==> src/rtl/mac_div128.sv <==
`default_nettype none
// ============================================================================
//  Module   : mac_div128
//  Purpose  : Iterative radix-2 restoring divider. Divides a 2*DW-bit
//             accumulator value by a DW-bit divisor, one quotient bit per
//             clock, returning quotient and remainder (acc = q*divisor + r).
//  Revision : 1.0  initial release
// ----------------------------------------------------------------------------
//  Ports
//    clk          in   1      rising-edge clock
//    rst_n        in   1      asynchronous active-low reset
//    in_valid     in   1      dividend/divisor present
//    in_ready     out  1      block can accept a new operation
//    dividend     in   2*DW   accumulator value to divide (unsigned)
//    divisor      in   DW     divisor (unsigned)
//    out_valid    out  1      result present
//    out_ready    in   1      consumer accepts result
//    quotient     out  2*DW   unsigned quotient
//    remainder    out  DW     unsigned remainder
//    div_by_zero  out  1      result belongs to a zero-divisor operation
// ============================================================================
module mac_div128 #(
  parameter int DW = 64
) (
  input  logic              clk,
  input  logic              rst_n,
  input  logic              in_valid,
  output logic              in_ready,
  input  logic [2*DW-1:0]   dividend,
  input  logic [DW-1:0]     divisor,
  output logic              out_valid,
  input  logic              out_ready,
  output logic [2*DW-1:0]   quotient,
  output logic [DW-1:0]     remainder,
  output logic              div_by_zero
);

  localparam int CW = $clog2(2*DW);

  typedef enum logic [1:0] {
    IDLE = 2'd0,
    CALC = 2'd1,
    DONE = 2'd2
  } state_t;

  state_t          state;
  // Dividend shift register; quotient bits are shifted in at the bottom as
  // dividend bits leave the top, so it holds the quotient after 2*DW steps.
  logic [2*DW-1:0] sr;
  logic [DW-1:0]   dvs;
  // The partial remainder is always < divisor between steps, so DW bits are
  // enough to store it; only the shifted trial value needs DW+1 bits.
  logic [DW-1:0]   pr;
  logic [CW-1:0]   cnt;

  logic [DW:0]     shifted;
  logic            ge;
  logic [DW-1:0]   diff_lo;
  logic [DW-1:0]   pr_next;
  logic            last;

  always_comb begin
    shifted = {pr, sr[2*DW-1]};
    ge      = (shifted >= {1'b0, dvs});
    // When ge holds the true difference is < divisor, so the low DW bits
    // of the modular subtraction are exact.
    diff_lo = shifted[DW-1:0] - dvs;
    pr_next = ge ? diff_lo : shifted[DW-1:0];
    last    = (cnt == CW'(2*DW-1));
  end

  always_ff @(posedge clk or negedge rst_n) begin
    if (!rst_n) begin
      state       <= IDLE;
      in_ready    <= 1'b1;
      out_valid   <= 1'b0;
      quotient    <= '0;
      remainder   <= '0;
      div_by_zero <= 1'b0;
      sr          <= '0;
      dvs         <= '0;
      pr          <= '0;
      cnt         <= '0;
    end else begin
      case (state)
        IDLE: begin
          if (in_valid && in_ready) begin
            sr       <= dividend;
            dvs      <= divisor;
            pr       <= '0;
            cnt      <= '0;
            in_ready <= 1'b0;
            state    <= (divisor == '0) ? DONE : CALC;
          end
        end

        CALC: begin
          pr  <= pr_next;
          sr  <= {sr[2*DW-2:0], ge};
          cnt <= cnt + 1'b1;
          if (last) begin
            quotient    <= {sr[2*DW-2:0], ge};
            remainder   <= pr_next;
            div_by_zero <= 1'b0;
            out_valid   <= 1'b1;
            state       <= DONE;
          end
        end

        DONE: begin
          if (!out_valid) begin
            // Only a zero-divisor operation arrives here with out_valid low:
            // publish the saturated result one cycle after acceptance.
            quotient    <= '1;
            remainder   <= sr[DW-1:0];
            div_by_zero <= 1'b1;
            out_valid   <= 1'b1;
          end else if (out_ready) begin
            out_valid <= 1'b0;
            in_ready  <= 1'b1;
            state     <= IDLE;
          end
        end

        default: begin
          state <= IDLE;
        end
      endcase
    end
  end

endmodule
`default_nettype wire

==> config.mk <==
export PLATFORM = sky130hd
export DESIGN_NAME = mac_div128
export DESIGN_NICKNAME = d
export VERILOG_FILES = /design/src/rtl/mac_div128.sv
export SDC_FILE = /design/constraint.sdc
export NUM_CORES = 1
export LEC_CHECK = 0
export CAP_MARGIN = 20
export CELL_PAD_IN_SITES_DETAIL_PLACEMENT = 0
export CELL_PAD_IN_SITES_GLOBAL_PLACEMENT = 1
export CORE_UTILIZATION = 48
export DETAILED_ROUTE_END_ITERATION = 12
export DONT_BUFFER_PORTS = 1
export GPL_ROUTABILITY_DRIVEN = 0
export GPL_TIMING_DRIVEN = 0
export HOLD_SLACK_MARGIN = 0.12
export PLACE_DENSITY_LB_ADDON = 0.05
export SYNTH_ARGS = -nofsm -noshare
export SYNTH_HDL_FRONTEND = slang
export SYNTH_SLANG_ARGS = --single-unit
==> constraint.sdc <==
create_clock -name clk -period 3.3 [get_ports clk]
set_input_delay 0.825 -clock clk [delete_from_list [all_inputs] [get_ports clk]]
set_output_delay 0.825 -clock clk [all_outputs]
set_load 0.01 [all_outputs]
* Word-level counts from Yosys, hierarchy flattened
Cells that the tools add are included.
Cells by class: $add $sub $neg 2, multiply operators 0, div/mod/pow operators 0, $lt $le $gt $ge 1, equality and inequality tests 8, shift-type cells 0, muxes and demuxes 30, bitwise operators 0, reduce and logical (&&, ||, !) cells 12
Operators by type and width (count):
- $pmux W128 S2 | 2
- $mux W128 | 3
- $mux W64 | 4
- $pmux W64 S2 | 2
- $ge A65 B64 Y1 | 1
- $logic_not A64 Y1 | 1
- $sub A64 B64 Y64 | 1
- $pmux W7 S2 | 1
- $mux W2 | 5
- $ne A2 B2 Y1 const B | 5
- $mux W1 | 8
- $reduce_and A4 Y1 | 2
- $add A7 B1 Y7 const B | 1
- $eq A7 B7 Y1 const B | 1
- $mux W7 | 1
- $pmux W1 S2 | 3
- $pmux W2 S3 | 1
- $reduce_and A2 Y1 | 3
- $reduce_bool A2 Y1 | 3
- $reduce_and A3 Y1 | 1
- $eq A2 B1 Y1 const B | 1
- $eq A2 B2 Y1 const B | 1
- $logic_not A2 Y1 | 1
- $logic_and A1 B1 Y1 | 1
Storage, ports and cells: flip-flop bits (word level) 460, bits in latches 0, bits in writable memories 0, ROM bits 0, input port bits 196, output and inout bits 195, logic and storage cells 63, memories 0

* Logic depth before layout (Yosys ltp)
Gate-level depths: netlist of the first run.
word-level depth 4, gate-level depth with buffers 16

* Worst setup path after synthesis of the first run
OpenSTA, ideal clock, no wires.
path kind reg2reg, start point register pr[15], end point register remainder[44], data arrival time 2825 ps, data required time 3174 ps, slack 349 ps, cell stages (with the launch flop) 15, buffers on the path 3, cells stage by stage dfrtp_1 > ha_1 > buf_6 > a21o_1 > or3_1 > a21oi_1 > nor3_2 > a21bo_1 > nand4b_1 > a21oi_1 > a211oi_2 > buf_4 > buf_6 > nor2_1 > a221o_1
On the way: word-level cells in the longest chain between the ends 4, elaborated cells on any way between the ends 5, classes of those cells add/sub (1); order compare (1); mux (3)
RTL lines:
- start, declared | line 53 | logic [DW-1:0] pr;
- start signal, assigned | line 98 | pr <= pr_next;
- $sub A64 B64 Y64 / $ge A65 B64 Y1 (equally long branches) | line 67, 64
- $mux W64 (*) | line 68 | pr_next = ge ? diff_lo : shifted[DW-1:0];
- $mux W64 (*) | line 101 | if (last) begin
- $pmux W64 S2 (*) | line 85 | case (state)
- end signal, assigned | line 103 | remainder <= pr_next;
- end signal, assigned | line 115 | remainder <= sr[DW-1:0];
- end, declared | line 34 | output logic [DW-1:0] remainder,
Mark *: on every way between the ends. The rest lies on a longest branch, timed or not. The select of a mux whose other input is x is not followed. A chain may end at the register's enable or synchronous reset.

* Final worst setup path of the first run
start point register pr[15], end point register pr[43]
On the way: word-level cells in the longest chain between the ends 3, elaborated cells on any way between the ends 4, classes of those cells add/sub (1); order compare (1); mux (2)
RTL lines (line):
- $sub A64 B64 Y64 / $ge A65 B64 Y1 (equally long branches) | 67, 64
- $mux W64 (*) | 68
- $pmux W64 S2 (*) | 85
Mark *: on every way between the ends. The rest lies on a longest branch, timed or not.

==> metrics.cfg, run 1 <==
[power]
p_sw_share_pct=21.1
powerDensity_nw_per_um2=419
clockPowerShare_pct=51.1
p_leak_uw=0.0132
power_uw=11600
p_comb_share_pct=0.1
peakVddDrop_mv=0.345
cellInternalPower_uw=9130
switching_power_uw=2440
seq_power_share_pct=48.7

[logic_synthesis]
synth_cell_types=67
synth_flop_cell=dfrtp_1
ys_seq_area_share_pct=51.4
synth-edff-count=0
avgSynthCellArea_um2=8.72
ys_ff_latch=460
synth_cells=2567
synth-async-reset-ratio_pct=100
syn_area_um2=22400
syn-num-nets=2829
ys_warn_count=0

[global_routing]
grt-ovfl-total=0
grtUsageTotal_pct=32.3
grt_pass1_wl_mm=115
grt_antenna_before_repair=12
grt_pass1_vias=18900
grt_max_degree=461

[hold_path]
holdCritPathClass=input port to asynchronous set/reset pin

[cts]
tritoncts=built
cts_root_buffer=clkbuf_16
htreeDepth=2
clk_path_buf_depth=3
cts.reportedPaths.clkPinSlew_ns=0.06
worstSkewPairLatency_ns=0.62
cts-buffers-inserted=50
cts.sinks=460

[outcome]
violations=hold timing, setup timing
outcome=finished with violations

[routing]
dr.pass1.iters=6
viasPerCell=5.93
ant_nets=0
drt-initial-drc-count=1565
drcViolationCount=0
vias=19700
wirelength_mm=79.5
wl_per_cell_um=23.9

[floorplan]
die-area_um2=47500
rows=78
start_util_pct=49.0
io_pins=391
fp.dieW_um=218
core_area_um2=45700
die_h_um=218

[critical_path]
path_max_fanout=5
cp.arrival_ns=3.90
end_kind=flip-flop
required_ns=3.77
startpoint_type=flip-flop
regToRegStartpoint=pr[15]
setup.worst_path.class=flip-flop to flip-flop
ff2ff_setup_slack_ns=-0.12
startpoint=pr[15]

[finish]
final_cells=3327
area_delta_synth_final_pct=23.2
nets=2943
final_layout_size_suffix_gt1_share_pct=16.6
regArea_um2=11500
fill_cells=3965
multiInputGateArea_um2=11600

[placement]
place_ws_ns=-0.684
place_inst=3168
dpl.hpwl_mm=59.0
io_buffers=0

[timing]
fin_ws_ns=-0.123
fmax_mhz=292
min_period_ns=3.42
relSlewSlack_pct=12.5
finClkSkew_ns=0.0245
worstMarginPinSlew_ns=1.31
period_share_pct=104
rsz0062_at_grt=true
hold_ws_ns=-0.100
setup_violations=76
setup_tns_ns=-3.97
maxSlewViolCount=0
hold_viol=30

[flow_run]
max_cap_viol_count=0

[registers in the layout, indices dropped and copies added, names as in the netlist]
register,cells
sr,128
dvs,64
out_valid,1
div_by_zero,1
cnt,7
quotient,128
pr,64
state,2
in_ready,1
remainder,64
[cell families (layout without fill, tap and decap cells)]
kind of cell / count (synthesis) / count (layout) / share of synthesized area, %
multiplexers: 15 / 15 / 0.671
other: 0 / 8 / 0
adder cells (fa/ha/maj): 66 / 66 / 3.72
AO/OA/AOI/OAI: 783 / 783 / 20.4
buffers and inverters: 247 / 399 / 4.44
AND/OR/NAND/NOR: 937 / 937 / 17.1
flip-flops: 460 / 460 / 51.4
XOR/XNOR: 59 / 59 / 2.31
[Yosys cell counts, types with 7 or more instances]
cell type    n  share of area (%)
dfrtp_1    459                 51
nand2_1    459                7.7
nor2_1     347                5.8
o21ai_0    314                7.0
o22ai_1    167                4.7
a21oi_1    158                3.5
clkbuf_1   136                2.3
inv_1       79                1.3
ha_1        65                3.6
xnor2_1     34                1.3
nand4_1     25               0.70
xor2_1      25               0.98
nor4_1      23               0.64
a21o_1      17               0.57
buf_1       15               0.25
mux2i_1     15               0.67
nand2b_1    15               0.42
nor3_1      15               0.34
and3_1      13               0.36
nand3_1     13               0.29
a22oi_1     12               0.40
a211oi_1    11               0.37
o21ai_1     11               0.25
a31oi_1     10               0.28
o21a_1       9               0.30
o21bai_1     9               0.30
a32oi_1      8               0.31
buf_2        8               0.18
nor2b_1      7               0.20
o31a_1       7               0.27
[cells in the final DEF (no fill, tap or decap), types with 11 or more instances in the layout]
master     Yosys  routed
o22ai_1      167     166
dfrtp_1      459     450
nand3_1       13      13
inv_1         79      65
clkbuf_8       0      14
buf_1         15      15
nand2_1      459     453
a21oi_1      158      77
a21oi_2        2      49
ha_2           0      13
o21ai_2        1      18
xnor2_1       34      30
ha_1          65      26
buf_6          6      13
o21ai_1       11      59
clkbuf_1     136     128
nor2_1       347     311
buf_4          3      55
nand2b_1      15      12
o21ai_0      314     247
nand4_1       25      25
nor4_1        23      21
ha_4           0      26
clkbuf_16      0      57
mux2i_4        0      15
inv_2          0      14
a21o_1        17      17
a21oi_4        0      34
buf_12         0      15
a22oi_1       12      11
nor3_1        15      11
nor2_2         0      11
and3_1        13      13
xor2_1        25      22
nor2_4         0      25
[power groups by stage]
stage	Clock, uW	Sequential [uW]	Combinational, uW
global placement	0	5740	14.1
floorplan	0	5750	11.0
finish	5920	5640	13.7
detailed placement	0	5740	14.2
global route	6240	5640	14.0
CTS	6000	5640	14.2
[timing repair]
item                                    4_1_cts  5_1_grt
endpoints found under the setup margin      226      228
buffers inserted                             30       42
cloned                                        3        6
pin swaps                                    33      103
gates resized for setup                     192      305
hold endpoints to repair                    460      459
[cell type report]
type,count,area share [%]
inverters,79,1.07
multi-input cells,1860,42.2
repair buffers,79,3.06
plain buffers,151,2.75
well taps,600,2.72
diodes,8,0.0726
flip-flops and latches,460,41.8
clock buffers,73,5.43
clock inverters,17,0.912
[worst paths after layout]
kind	to	depth (start not counted)
worst max-delay path	pr[43]	14
worst min-delay path	sr[71]	0
worst max register to register	pr[43]	14
worst min register to register	cnt[3]	1
max in group asynchronous	dvs[18]	0
min in group clk	out_valid	1
[metal layers]
layer / vias up / global-route usage (%) / routed length [um]
li1: 9172 / - / -
met1: 9659 / 40.9 / 32300
met2: 736 / 52.8 / 37900
met3: 154 / 8.49 / 6410
met4: 6 / 12.3 / 2790
met5: - / 0 / 39
[critical path: stages (launching register included)]
cell      delay, ns
dfrtp_1        0.41
ha_1           0.35
a21o_1         0.21
a311oi_2       0.32
o211ai_1       0.14
buf_4          0.17
a21bo_4        0.23
nand4b_1       0.19
a21oi_4        0.10
a211oi_4       0.28
buf_6          0.18
buf_12         0.14
buf_12         0.15
mux2i_4        0.32
o21ai_1        0.09
[stage by stage]
step / hold WS, ns / cell area, um^2 / utilization [%]
after CTS: -0.117 / 26000 / 56.9
after global routing: -0.112 / 27600 / 60.4
final: -0.100 / 27600 / 60.4
after detailed placement: 0.486 / 23200 / 50.7
after global placement: 0.483 / 23100 / 50.7
after floorplan: 0.450 / 22400 / -
No activity file was read; power rests on OpenSTA's default activity.
==> inputs of run 2 (changes only) <==
- GPL_ROUTABILITY_DRIVEN: 0 -> 1
- PLACE_DENSITY_LB_ADDON: 0.05 -> 0.1
==> run 2 against run 1 <==
  * The run ends with hold timing, slew limit, setup timing left
  * Setup slack improved by 0.040 ns
  * Clock skew rose by 0.0050 ns
  * Power fell by 2.9%
  * Flip-flop and latch count did not move
  * Worst hold slack improved by 0.0095 ns
  * Utilization rose by 0.13 points
  * Highest routed layer unchanged
  * First-iteration DRC count rose by 19%
  * Critical endpoint is now pr[21]
  * Global-route usage rose by 1.0 points
  * Via count fell by 0.22%
  * Largest power group is now sequential cells
==> metrics.cfg, run 2 (synthesis results as in run 1) <==
[global_routing]
grt_antenna_before_repair=10  ; -2
grt_pass1_vias=19500  ; +2.9%
grt_pass1_wl_mm=119  ; +2.8%
grtUsageTotal_pct=33.3  ; +1.0 points
grt_max_degree=461  ; unchanged
grt-ovfl-total=0  ; unchanged

[floorplan]
start_util_pct=49.0  ; unchanged
rows=78  ; unchanged
die-area_um2=47500  ; unchanged
fp.dieW_um=218  ; unchanged
die_h_um=218  ; unchanged
io_pins=391  ; unchanged
core_area_um2=45700  ; unchanged

[critical_path]
crit_path_top_delay_cell=dfrtp_1
worstReg2RegEnd=pr[21]
end_kind=flip-flop
path_max_fanout=6  ; +1
startpoint_type=flip-flop
ff2ff_setup_slack_ns=-0.08  ; +0.04 ns
critical_path.max_stage_delay_ns=0.37  ; -0.04 ns
crit_chain=inv_2 > ha_4 > and2_2 > or3_1 > a21oi_2 > nor3_4 > a21bo_4 > nand4b_1 > a21oi_2 > a211oi_4 > buf_8 > buf_12 > buf_12 > mux2i_4 > o21ai_1
cp.arrival_ns=3.84  ; -0.06 ns
rr_worst_depth=15  ; +1
startpoint=dvs[14]
setup.worst_path.class=flip-flop to flip-flop
required_ns=3.75  ; -0.02 ns
regToRegStartpoint=dvs[14]

[finish]
fill_cells=4040  ; +1.9%
reg_top3=quotient: 128 flops, sr: 128 flops
layout_common_cells=nand2_1, dfrtp_1, nor2_1
final_layout_size_suffix_gt1_share_pct=17.5  ; +0.87 points
final_cells=3332  ; +0.15%
regArea_um2=11500  ; about the same
fin_area_um2=27600  ; +0.21%
nets=2956  ; +0.44%
final_common_cell=nand2_1
area_delta_synth_final_pct=23.5
multiInputGateArea_um2=11700  ; +0.65%

[placement]
gp_congestion=0.915
dpl_cell_area_um2=23200  ; unchanged
place_inst=3168  ; unchanged
dpl.hpwl_mm=60.0  ; +1.7%
io_buffers=0  ; unchanged
place_ws_ns=-0.667  ; +0.0165 ns

[cts]
cts.reportedPaths.clkPinSlew_ns=0.06  ; about the same
worstSkewPairLatency_ns=0.61  ; about the same
htreeDepth=2  ; unchanged
clk_path_buf_depth=3  ; unchanged
tritoncts=built
cts-buffers-inserted=49  ; -2.0%
cts_root_buffer=clkbuf_16
cts.sinks=460  ; unchanged

[routing]
vias=19700  ; -0.22%
dr.pass1.iters=6  ; unchanged
wirelength_mm=80.0  ; +0.66%
viasPerCell=5.91  ; -0.37%
wl_per_cell_um=24.0  ; +0.51%
drcViolationCount=0  ; unchanged
ant_nets=0  ; unchanged
drt-initial-drc-count=1856  ; +19%

[timing]
fmax_mhz=296  ; +1.2%
period_share_pct=103  ; -1.2 points
finClkSkew_ns=0.0295  ; +0.00499 ns
setup_violations=35  ; -54%
fin_ws_ns=-0.0834  ; +0.0400 ns
maxSlewViolCount=321  ; +321
min_period_ns=3.38  ; -0.0400 ns
worstMarginPinSlew_ns=2.52  ; +1.21 ns
rsz0062_at_grt=true
setup_tns_ns=-0.872  ; +3.10 ns
relSlewSlack_pct=-68.2  ; -81 points
hold_viol=41  ; +37%
hold_ws_ns=-0.0905  ; +0.00946 ns

[outcome]
violations=hold timing, slew limit, setup timing
outcome=finished with violations

[power]
peakVddDrop_mv=0.379  ; +10%
p_leak_uw=0.0132  ; about the same
powerDensity_nw_per_um2=406  ; -3.1%

[flow_run]
max_cap_viol_count=0  ; unchanged

[hold_path]
holdCritPathClass=input port to asynchronous set/reset pin

-- run 2: where the power goes --
part	leakage (uW)	total, uW	switching [uW]	internal, uW
clock	0.000771	5580	2340	3240
combinational	0.00674	13.7	3.69	10.0
sequential	0.00573	5640	0	5640
-- run 2: worst max path at each step --
stage,end,slack (ns),cells past startpoint
floorplan,remainder[44],0.35,14
finish,pr[21],-0.08,15
global placement,dvs[8],-0.83,6
CTS,pr[21],-0.14,17
detailed placement,pr[24],-0.67,14
global route,pr[21],-0.16,15
-- run 2: repair_timing --
action	in CTS	in global routing
hold endpoints to repair	459	459
resized for setup	308	216
endpoints found under the setup margin	230	133
pin swaps	80	93
buffers inserted	54	33
cloned	9	2
-- run 2: through the flow --
stage                     utilization [%]  power, uW
after global routing                 60.5      11500
after global placement               50.7       5760
after detailed placement             50.7       5760
after floorplan                         -       5760
after CTS                            58.4      11300
final                                60.5      11200
-- run 2: layout make-up --
| class | instances | area share, % |
|---|---|---|
| multi-input cells | 1860 | 42.4 |
| clock inverters | 12 | 0.720 |
| diodes | 6 | 0.0543 |
| well taps | 600 | 2.72 |
| plain buffers | 150 | 2.68 |
| repair buffers | 94 | 3.65 |
| inverters | 79 | 1.07 |
| clock buffers | 71 | 5.02 |
| flip-flops and latches | 460 | 41.7 |
-- run 2: critical path, delay by kind of cell, from the launching register on --
kind,cells,cell delay [ns]
AOI/OAI and AO/OA,5,0.92
and+or+nand+nor,4,0.83
buffers and inverters,4,0.56
DFF,1,0.37
muxes,1,0.33
adders and majority gates,1,0.23
-- run 2: routing by layer --
metal  global-route usage [%]  routed length (um)  part of all wire, %  vias to the layer above
met5                        0                  41                0.051                        -
met4                     12.3                3100                  3.9                        6
met3                     8.41                6100                  7.6                      150
met2                     54.7               37900                   47                      660
met1                     42.3               32800                   41                     9698
li1                         -                   -                    -                     9170
